File: src/rtl/fb_mem_arbiter_if.sv
// Bus bundle between the framebuffer arbiter and its neighbours: scan-out
// timing, two writer ports, the clear engine controls and the RAM port.
interface fb_mem_arbiter_if #(
    parameter int AW = 17,
    parameter int DW = 4
);
    logic          valid;
    logic [9:0]    h_cnt;
    logic [9:0]    v_cnt;
    logic          req0;
    logic          req1;
    logic [AW-1:0] addr0;
    logic [AW-1:0] addr1;
    logic [DW-1:0] wdata0;
    logic [DW-1:0] wdata1;
    logic          gnt0;
    logic          gnt1;
    logic          clr_start;
    logic [DW-1:0] clr_value;
    logic          clr_busy;
    logic [AW-1:0] mem_addr;
    logic          mem_we;
    logic [DW-1:0] mem_wdata;
    logic [DW-1:0] mem_rdata;
    logic [DW-1:0] pix_data;
    logic          pix_valid;

    modport slave (
        input  valid, h_cnt, v_cnt,
        input  req0, req1, addr0, addr1, wdata0, wdata1,
        output gnt0, gnt1,
        input  clr_start, clr_value,
        output clr_busy,
        output mem_addr, mem_we, mem_wdata,
        input  mem_rdata,
        output pix_data, pix_valid
    );

    modport master (
        output valid, h_cnt, v_cnt,
        output req0, req1, addr0, addr1, wdata0, wdata1,
        input  gnt0, gnt1,
        output clr_start, clr_value,
        input  clr_busy,
        input  mem_addr, mem_we, mem_wdata,
        output mem_rdata,
        input  pix_data, pix_valid
    );
endinterface

File: src/rtl/fb_mem_arbiter.sv
// Single-port framebuffer arbiter: even active-video columns read for scan-out,
// every other cycle goes to the frame-clear engine or the two round-robin writers.
module fb_mem_arbiter #(
    parameter int FB_W = 320,
    parameter int FB_H = 240,
    parameter int AW   = 17,
    parameter int DW   = 4
) (
    input  logic             pclk,
    input  logic             reset,
    fb_mem_arbiter_if.slave  bus
);
    localparam logic [AW-1:0] LAST_ADDR = AW'(FB_W * FB_H - 1);

    typedef enum logic {CLR_IDLE, CLR_RUN} clr_state_t;

    clr_state_t    state_q, state_d;
    logic [AW-1:0] clr_cnt_q, clr_cnt_d;
    logic [DW-1:0] clr_val_q, clr_val_d;
    logic [AW-1:0] mem_addr_q, mem_addr_d;
    logic [DW-1:0] mem_wdata_q, mem_wdata_d;
    logic          mem_we_q, mem_we_d;
    logic          gnt0_q, gnt0_d;
    logic          gnt1_q, gnt1_d;
    logic          rr_q, rr_d;
    logic          disp_p0_q, disp_p0_d;
    logic          disp_p1_q, disp_p1_d;
    logic          vld_p0_q, vld_p0_d;
    logic          vld_p1_q, vld_p1_d;
    logic          pix_valid_q, pix_valid_d;
    logic [DW-1:0] pix_data_q, pix_data_d;

    logic          disp_slot;
    logic [AW-1:0] disp_addr;
    logic          elig0, elig1, pick1;

    // Each framebuffer word covers a 2x2 block of display pixels.
    assign disp_slot = bus.valid && !bus.h_cnt[0];
    assign disp_addr = AW'(bus.v_cnt >> 1) * AW'(FB_W) + AW'(bus.h_cnt >> 1);

    // A request still high during its own grant cycle is the one just served.
    assign elig0 = bus.req0 && !gnt0_q;
    assign elig1 = bus.req1 && !gnt1_q;
    assign pick1 = elig1 && (!elig0 || rr_q);

    always_comb begin
        state_d     = state_q;
        clr_cnt_d   = clr_cnt_q;
        clr_val_d   = clr_val_q;
        mem_addr_d  = mem_addr_q;
        mem_wdata_d = mem_wdata_q;
        mem_we_d    = 1'b0;
        gnt0_d      = 1'b0;
        gnt1_d      = 1'b0;
        rr_d        = rr_q;
        pix_data_d  = pix_data_q;

        // Read pipeline: address out, RAM latency, capture into pix_data.
        disp_p0_d   = disp_slot;
        disp_p1_d   = disp_p0_q;
        vld_p0_d    = bus.valid;
        vld_p1_d    = vld_p0_q;
        pix_valid_d = vld_p1_q;
        if (disp_p1_q) begin
            pix_data_d = bus.mem_rdata;
        end

        if (disp_slot) begin
            mem_addr_d = disp_addr;
        end else if (state_q == CLR_RUN) begin
            mem_we_d    = 1'b1;
            mem_addr_d  = clr_cnt_q;
            mem_wdata_d = clr_val_q;
            clr_cnt_d   = clr_cnt_q + 1'b1;
            if (clr_cnt_q == LAST_ADDR) begin
                state_d = CLR_IDLE;
            end
        end else if (!bus.clr_start && (elig0 || elig1)) begin
            mem_we_d = 1'b1;
            if (pick1) begin
                mem_addr_d  = bus.addr1;
                mem_wdata_d = bus.wdata1;
                gnt1_d      = 1'b1;
                rr_d        = 1'b0;
            end else begin
                mem_addr_d  = bus.addr0;
                mem_wdata_d = bus.wdata0;
                gnt0_d      = 1'b1;
                rr_d        = 1'b1;
            end
        end

        if (state_q == CLR_IDLE && bus.clr_start) begin
            state_d   = CLR_RUN;
            clr_cnt_d = '0;
            clr_val_d = bus.clr_value;
        end
    end

    always_ff @(posedge pclk) begin
        if (reset) begin
            state_q     <= CLR_IDLE;
            clr_cnt_q   <= '0;
            clr_val_q   <= '0;
            mem_addr_q  <= '0;
            mem_wdata_q <= '0;
            mem_we_q    <= 1'b0;
            gnt0_q      <= 1'b0;
            gnt1_q      <= 1'b0;
            rr_q        <= 1'b0;
            disp_p0_q   <= 1'b0;
            disp_p1_q   <= 1'b0;
            vld_p0_q    <= 1'b0;
            vld_p1_q    <= 1'b0;
            pix_valid_q <= 1'b0;
            pix_data_q  <= '0;
        end else begin
            state_q     <= state_d;
            clr_cnt_q   <= clr_cnt_d;
            clr_val_q   <= clr_val_d;
            mem_addr_q  <= mem_addr_d;
            mem_wdata_q <= mem_wdata_d;
            mem_we_q    <= mem_we_d;
            gnt0_q      <= gnt0_d;
            gnt1_q      <= gnt1_d;
            rr_q        <= rr_d;
            disp_p0_q   <= disp_p0_d;
            disp_p1_q   <= disp_p1_d;
            vld_p0_q    <= vld_p0_d;
            vld_p1_q    <= vld_p1_d;
            pix_valid_q <= pix_valid_d;
            pix_data_q  <= pix_data_d;
        end
    end

    assign bus.mem_addr  = mem_addr_q;
    assign bus.mem_we    = mem_we_q;
    assign bus.mem_wdata = mem_wdata_q;
    assign bus.gnt0      = gnt0_q;
    assign bus.gnt1      = gnt1_q;
    assign bus.clr_busy  = (state_q == CLR_RUN);
    assign bus.pix_data  = pix_data_q;
    assign bus.pix_valid = pix_valid_q;
endmodule

File: src/flat_wrapper.sv
// flat-port wrapper written by rule: the top's interface ports become plain ports
module fb_mem_arbiter_flat 
#(
    parameter int FB_W = 320,
    parameter int FB_H = 240,
    parameter int AW   = 17,
    parameter int DW   = 4
)
  (pclk, reset, bus_valid, bus_h_cnt, bus_v_cnt, bus_req0, bus_req1, bus_addr0, bus_addr1, bus_wdata0, bus_wdata1, bus_gnt0, bus_gnt1, bus_clr_start, bus_clr_value, bus_clr_busy, bus_mem_addr, bus_mem_we, bus_mem_wdata, bus_mem_rdata, bus_pix_data, bus_pix_valid);
  fb_mem_arbiter_if #(.AW(AW), .DW(DW)) bus_i ();
  input  logic pclk;
  input  logic reset;
  input wire logic [$bits(bus_i.valid)-1:0] bus_valid;
  input wire logic [$bits(bus_i.h_cnt)-1:0] bus_h_cnt;
  input wire logic [$bits(bus_i.v_cnt)-1:0] bus_v_cnt;
  input wire logic [$bits(bus_i.req0)-1:0] bus_req0;
  input wire logic [$bits(bus_i.req1)-1:0] bus_req1;
  input wire logic [$bits(bus_i.addr0)-1:0] bus_addr0;
  input wire logic [$bits(bus_i.addr1)-1:0] bus_addr1;
  input wire logic [$bits(bus_i.wdata0)-1:0] bus_wdata0;
  input wire logic [$bits(bus_i.wdata1)-1:0] bus_wdata1;
  output wire logic [$bits(bus_i.gnt0)-1:0] bus_gnt0;
  output wire logic [$bits(bus_i.gnt1)-1:0] bus_gnt1;
  input wire logic [$bits(bus_i.clr_start)-1:0] bus_clr_start;
  input wire logic [$bits(bus_i.clr_value)-1:0] bus_clr_value;
  output wire logic [$bits(bus_i.clr_busy)-1:0] bus_clr_busy;
  output wire logic [$bits(bus_i.mem_addr)-1:0] bus_mem_addr;
  output wire logic [$bits(bus_i.mem_we)-1:0] bus_mem_we;
  output wire logic [$bits(bus_i.mem_wdata)-1:0] bus_mem_wdata;
  input wire logic [$bits(bus_i.mem_rdata)-1:0] bus_mem_rdata;
  output wire logic [$bits(bus_i.pix_data)-1:0] bus_pix_data;
  output wire logic [$bits(bus_i.pix_valid)-1:0] bus_pix_valid;
  assign bus_i.valid = bus_valid;
  assign bus_i.h_cnt = bus_h_cnt;
  assign bus_i.v_cnt = bus_v_cnt;
  assign bus_i.req0 = bus_req0;
  assign bus_i.req1 = bus_req1;
  assign bus_i.addr0 = bus_addr0;
  assign bus_i.addr1 = bus_addr1;
  assign bus_i.wdata0 = bus_wdata0;
  assign bus_i.wdata1 = bus_wdata1;
  assign bus_gnt0 = bus_i.gnt0;
  assign bus_gnt1 = bus_i.gnt1;
  assign bus_i.clr_start = bus_clr_start;
  assign bus_i.clr_value = bus_clr_value;
  assign bus_clr_busy = bus_i.clr_busy;
  assign bus_mem_addr = bus_i.mem_addr;
  assign bus_mem_we = bus_i.mem_we;
  assign bus_mem_wdata = bus_i.mem_wdata;
  assign bus_i.mem_rdata = bus_mem_rdata;
  assign bus_pix_data = bus_i.pix_data;
  assign bus_pix_valid = bus_i.pix_valid;
  fb_mem_arbiter #(.FB_W(FB_W), .FB_H(FB_H), .AW(AW), .DW(DW)) u_core (.pclk(pclk), .reset(reset), .bus(bus_i));
endmodule
File: config.mk
export PLATFORM = sky130hd
export DESIGN_NAME = fb_mem_arbiter_flat
export DESIGN_NICKNAME = d
export VERILOG_FILES = /design/src/rtl/fb_mem_arbiter_if.sv /design/src/rtl/fb_mem_arbiter.sv /design/src/flat_wrapper.sv
export SDC_FILE = /design/constraint.sdc
export NUM_CORES = 1
export LEC_CHECK = 0
export ABC_AREA = 1
export CORE_ASPECT_RATIO = 1.2
export CORE_MARGIN = 10
export CORE_UTILIZATION = 50
export DETAILED_ROUTE_END_ITERATION = 16
export HOLD_SLACK_MARGIN = 0.03
export PLACE_DENSITY = 0.85
export SKIP_CTS_REPAIR_TIMING = 1
export SLEW_MARGIN = 5
export SYNTH_ARGS = -nofsm -noshare
export SYNTH_HDL_FRONTEND = slang
export SYNTH_SLANG_ARGS = --single-unit
File: constraint.sdc
create_clock -name pclk -period 5 [get_ports pclk]
set_input_delay 0.5 -clock pclk [delete_from_list [all_inputs] [get_ports pclk]]
set_output_delay 0.5 -clock pclk [all_outputs]
set_load 0.005 [all_outputs]
==> results of run 1 <==
==> worst max-delay path, stage by stage <==
cell and delay (ns):
clkdlybuf4s50_1 0.46, inv_1 0.04, nor2_1 0.08, nand2_1 0.50, inv_1 0.80, nor2_1 0.09
o21ai_0 0.27, o21ai_0 0.14, a21oi_1 0.15
==> registers in the layout (all words and copies together), names as in the netlist <==
register / flops
u_core.bus.mem_addr: 17
u_core.clr_cnt_q: 17
u_core.bus.mem_wdata: 4
u_core.bus.pix_data: 4
u_core.clr_val_q: 4
u_core.bus.clr_busy: 1
u_core.bus.gnt0: 1
u_core.bus.gnt1: 1
u_core.bus.mem_we: 1
u_core.bus.pix_valid: 1
u_core.disp_p0_q: 1
u_core.disp_p1_q: 1
u_core.pix_valid_d: 1
u_core.rr_q: 1
u_core.vld_p0_q: 1
==> power by group <==
part           total [mW]  leakage, nW  internal [mW]  switching [mW]
Combinational       0.305         1.28          0.149           0.155
Sequential          0.486        0.459          0.472          0.0146
Clock               0.257       0.0455          0.113           0.144
==> placed cells by master, fill, tap and decap left out, types with 8 or more instances in the layout <==
master / instances
nand3_1: 30
clkdlybuf4s50_1: 104
inv_1: 50
ha_1: 18
a21oi_1: 35
dfxtp_1: 56
nor3_1: 8
nor2_1: 77
o21ai_0: 52
nand4_1: 8
nand2_1: 97
==> per-layer routing <==
| metal | track usage | share of wire | up-vias |
|---|---|---|---|
| met2 | 0.373 | 0.52 | 125 |
| met1 | 0.243 | 0.41 | 1721 |
| met4 | 0.0543 | 0.015 | 0 |
| li1 | - | - | 1841 |
| met3 | 0.0296 | 0.054 | 14 |
| met5 | 0 | 0 | - |
==> layout make-up <==
cell class | count | share of cell area
clock buffer | 8 | 0.0200
inverter | 54 | 0.0451
multi-input combinational | 370 | 0.430
sequential | 56 | 0.249
tap | 85 | 0.0237
timing repair buffer | 104 | 0.231
==> worst min-delay path by stage <==
stage	endpoint	depth (start not counted)
after global routing	u_core.bus.pix_valid	2
after detailed placement	u_core.bus.pix_valid	2
after floorplan	u_core.bus.pix_valid	2
after global placement	u_core.bus.pix_valid	2
final	u_core.bus.pix_valid	2
after CTS	u_core.bus.pix_valid	2
==> through the flow <==
step / hold slack [ns] / utilization / power, mW / area (um2) / cells
after floorplan: 0.388 / - / 0.654 / 3320 / 494
final: 0.411 / 0.698 / 1.05 / 4500 / 677
after global placement: 0.392 / 0.684 / 0.789 / 4410 / 669
after detailed placement: 0.402 / 0.684 / 0.797 / 4410 / 669
after global routing: 0.427 / 0.698 / 1.10 / 4500 / 677
after CTS: 0.415 / 0.698 / 1.05 / 4500 / 677
==> cells by family (layout without fill, tap and decap cells) <==
group / after synthesis / count (layout) / share of synthesized area
AOI/OAI and AO/OA: 111 / 111 / 0.186
xor gates and xnor gates: 6 / 6 / 0.0158
adders and majority gates: 20 / 20 / 0.0799
buffers and inverters: 68 / 166 / 0.0795
DFF: 56 / 56 / 0.338
and+or+nand+nor: 233 / 233 / 0.301
==> flow_metrics.tcl, run 1 <==
set metrics [dict create \
    power.density_nw_per_um2 233 \
    worstPathArrival_ns 3.05 \
    path_clk_slew_ns 0.10 \
    r2r-start "u_core.bus.gnt0" \
    cp-endpoint "u_core.bus.mem_addr[14]" \
    synth_top_area_cell "dfxtp_1" \
    htreeDepth 2 \
    ant_nets 0 \
    ctsLongestPathBuffers 2 \
    grt_pass1_vias 3596 \
    ys_seq_area_frac 0.338 \
    reg2reg_depth 8 \
    pre_cts_slack_ns 1.95 \
    worstSetupPathType "in -> reg" \
    p_leak_nw 1.78 \
    synth.area.top_cells "dfxtp_1 (34%), nand2_1 (11%), nor2_1 (8.7%)" \
    gp_congestion 0.937 \
    synth_ff_type "dfxtp_1" \
    syn_area_per_cell_um2 6.72 \
    finalSetupTns_ns 0 \
    synth_area_um2 3320 \
    setup_viol 0 \
    nFillCells 543 \
    syn-num-nets 590 \
    core_area_um2 6450 \
    synth_top_area_share 0.338 \
    status "finished, final reports clean" \
    ys_types 32 \
    synth-seq-cells 56 \
    area_delta_synth_final_pct 35.4 \
    ff_latch_area_um2 1120 \
    hold_class "reg -> reg" \
    via_per_inst 5.47 \
    layout.nets 687 \
    synth.most_common_cell "nand2_1" \
    vias 3701 \
    cts_sinks 56 \
    slew_headroom 0.427 \
    fin_skew_ns 0.00794 \
    start_util 0.515 \
    min_period_ns 2.81 \
    wire_per_inst_um 15.6 \
    cts_buffers 5 \
    drt_iter0_markers 198 \
    drt-total-wl_um 10600 \
    die_x_um 94.4 \
    ys_warn_count 0 \
    fin_crit_sh 0.562 \
    async_reset_ff_frac 0 \
    multi_input_area_um2 1940 \
    grt_antenna_before_repair 0 \
    worst-path-max-fanout 23 \
    grt_first_pass_wirelength_um 17300 \
    synth-edff-count 0 \
    synthCells 494 \
    grt_usage 0.205 \
    slew_viol_final 0 \
    maxCapViolCount 0 \
    drc_errors 0 \
    grt_max_degree 27 \
    worst_pin_slew_ns 0.858 \
    cts_tree "built" \
    fmax_mhz 356 \
    drive_gt1_frac 0.0338 \
    ir_drop_mv 0.126 \
    worstSetupStartpointType "input port" \
    io_buffers 104 \
    dr.pass1.iters 5 \
    required_ns 5.24 \
    dp_hpwl_um 8320 \
    worstReg2RegEnd "u_core.bus.mem_addr[10]" \
    io_pins 106 \
    grt_overflow_total 0 \
    worstSetupEndpointType "flip-flop" \
    clock_latency_ns 0.31 \
    synthTopCellsByCount "nand2_1 (97), nor2_1 (77), dfxtp_1 (56)" \
    crit_start "bus_req1" \
    n_antenna_cell 0 \
    rsz0062_at_grt "no" \
    rows 32 \
    fp.dieArea_um2 10300 \
    hold_viol 0 \
    cts_root_buf "clkbuf_8" \
    reg2reg_slack_ns 2.49 \
    worst_slack_ns 2.19 \
    die_h_um 109 \
    hp-start "u_core.pix_valid_d" \
]
(Power assumes the default switching activity.)
==> run 2: changes to the inputs <==
Settings changed: CORE_UTILIZATION 50 to 42, PLACE_DENSITY 0.85 to 0.77.
Clock period 5 ns to 2.41 ns, I/O delays scaled along.
==> flow_metrics.tcl, run 2 (synthesis gave the netlist of run 1 again) <==
set metrics [dict create \
    start_util 0.431 \
    wire_per_inst_um 15.4 \
    worstSetupEndpointType "flip-flop" \
    die_h_um 117 \
    setup_viol 0 \
    crit_start "bus_v_cnt[3]" \
    fin_skew_ns 0.00516 \
    io_buffers 104 \
    die_x_um 101 \
    cts_root_buf "clkbuf_8" \
    p_sw_frac 0.303 \
    status "finished, final reports clean" \
    rows 35 \
    cts_tree "built" \
    fin_hold_ws_ns 0.410 \
    area_delta_synth_final_pct 43.9 \
    min_period_ns 2.23 \
    hold_class "reg -> reg" \
    hp-start "u_core.pix_valid_d" \
    dp.cells 700 \
    grt_max_degree 24 \
    io_pins 106 \
    dp_hpwl_um 8840 \
    final_cell_mix "clkdlybuf4s50_1 (102), nand2_1 (97), nor2_1 (74)" \
    ir_drop_mv 0.409 \
    grt_antenna_before_repair 0 \
    gp_congestion 0.956 \
    dr.pass1.iters 5 \
    n_antenna_cell 0 \
    fmax_mhz 449 \
    drive_gt1_frac 0.0940 \
    drt-total-wl_um 11000 \
    fin_crit_sh 0.925 \
    p_leak_nw 1.93 \
    grt_usage 0.180 \
    required_ns 2.61 \
    drc_errors 0 \
    final_cells 709 \
    power.density_nw_per_um2 475 \
    drt_iter0_markers 318 \
    cts_buffers 5 \
    intPower_mw 1.58 \
    layout.nets 712 \
    grt_first_pass_wirelength_um 17900 \
    p_clk_frac 0.241 \
    worstSetupStartpointType "input port" \
    cts_sinks 56 \
    pwr-share-comb 0.315 \
    power_frac_seq 0.444 \
    core_area_um2 7710 \
    slew_headroom 0.581 \
    switching_power_uw 689 \
    vias 3740 \
    maxCapViolCount 0 \
    layout_commonest_cell "clkdlybuf4s50_1" \
    r2r-start "u_core.bus.clr_busy" \
    worst-path-max-fanout 3 \
    rsz0062_at_grt "no" \
    worstSetupPathType "in -> reg" \
    ant_nets 0 \
    ctsLongestPathBuffers 2 \
    clock_latency_ns 0.31 \
    hold_viol 0 \
    via_per_inst 5.28 \
    worstPathArrival_ns 2.43 \
    worst_pin_slew_ns 0.628 \
    fp.dieArea_um2 11900 \
    htreeDepth 2 \
    grt_overflow_total 0 \
    grt_pass1_vias 3696 \
    slew_viol_final 0 \
    path_clk_slew_ns 0.10 \
]
==> run 2: changes by cell type in the layout (fill, tap and decap cells not counted), moves of 2 or more <==
cell / previous run / this run
clkdlybuf4s50_1: 104 / 102
nor2_2: 2 / 5
clkbuf_1: 2 / 0
nand3_2: 0 / 3
buf_4: 0 / 24
nand3_1: 30 / 27
dlymetal6s2s_1: 0 / 2
ha_4: 0 / 2
ha_1: 18 / 16
nor2_1: 77 / 74
==> run 2: routing by layer <==
layer	wire length, um	track usage	vias to the layer above
met5	0	0	-
met4	187	0.0558	0
met3	582	0.0258	12
met2	5840	0.323	110
met1	4350	0.208	1725
li1	-	-	1893
==> run 2: cell type report <==
type	count	area, um2
Clock buffer	6	82.6
Clock inverter	2	13.8
Fill cell	694	2930
Inverter	54	203
Multi-Input combinational cell	370	2000
Sequential cell	56	1120
Tap cell	92	115
Timing Repair Buffer	129	1250
==> run 2: worst paths after layout <==
path | endpoint | slack, ns | cells past startpoint
setup / recovery | u_core.bus.mem_addr[15] | 0.18 | 13
hold / removal | u_core.bus.pix_valid | 0.41 | 2
setup reg to reg | u_core.clr_cnt_q[7] | 0.53 | 8
hold reg to reg | u_core.bus.pix_valid | 0.41 | 2
==> run 2: critical path, cell delays in order <==
cell,delay [ns]
clkdlybuf4s50_1,0.44
ha_1,0.24
ha_4,0.18
fa_2,0.59
nand2_1,0.06
inv_1,0.04
nand2_1,0.07
nor2_2,0.16
nand3_2,0.11
nor2_1,0.12
nand2_1,0.06
nand3_1,0.08
a21oi_1,0.06
==> run 2: power by group through the flow <==
stage          Clock (mW)  Sequential [mW]  Combinational, mW
2_1_floorplan           0             1.03              0.328
3_3_place_gp            0             1.03              0.670
3_5_place_dp            0             1.03              0.683
4_1_cts             0.561             1.01              0.688
5_1_grt             0.593             1.02              0.786
6_report            0.548             1.01              0.715
==> run 2: per-stage QoR <==
step           setup TNS, ns  setup WS [ns]  utilization  cell area [um2]  power (mW)
4_1_cts                    0         0.0597        0.610             4700        2.26
5_1_grt                    0         0.0627        0.620             4780        2.40
3_3_place_gp          -0.669         -0.172        0.598             4610        1.70
2_1_floorplan              0          0.347            -             3320        1.36
3_5_place_dp           -1.20         -0.275        0.598             4610        1.71
6_report                   0          0.181        0.620             4780        2.27
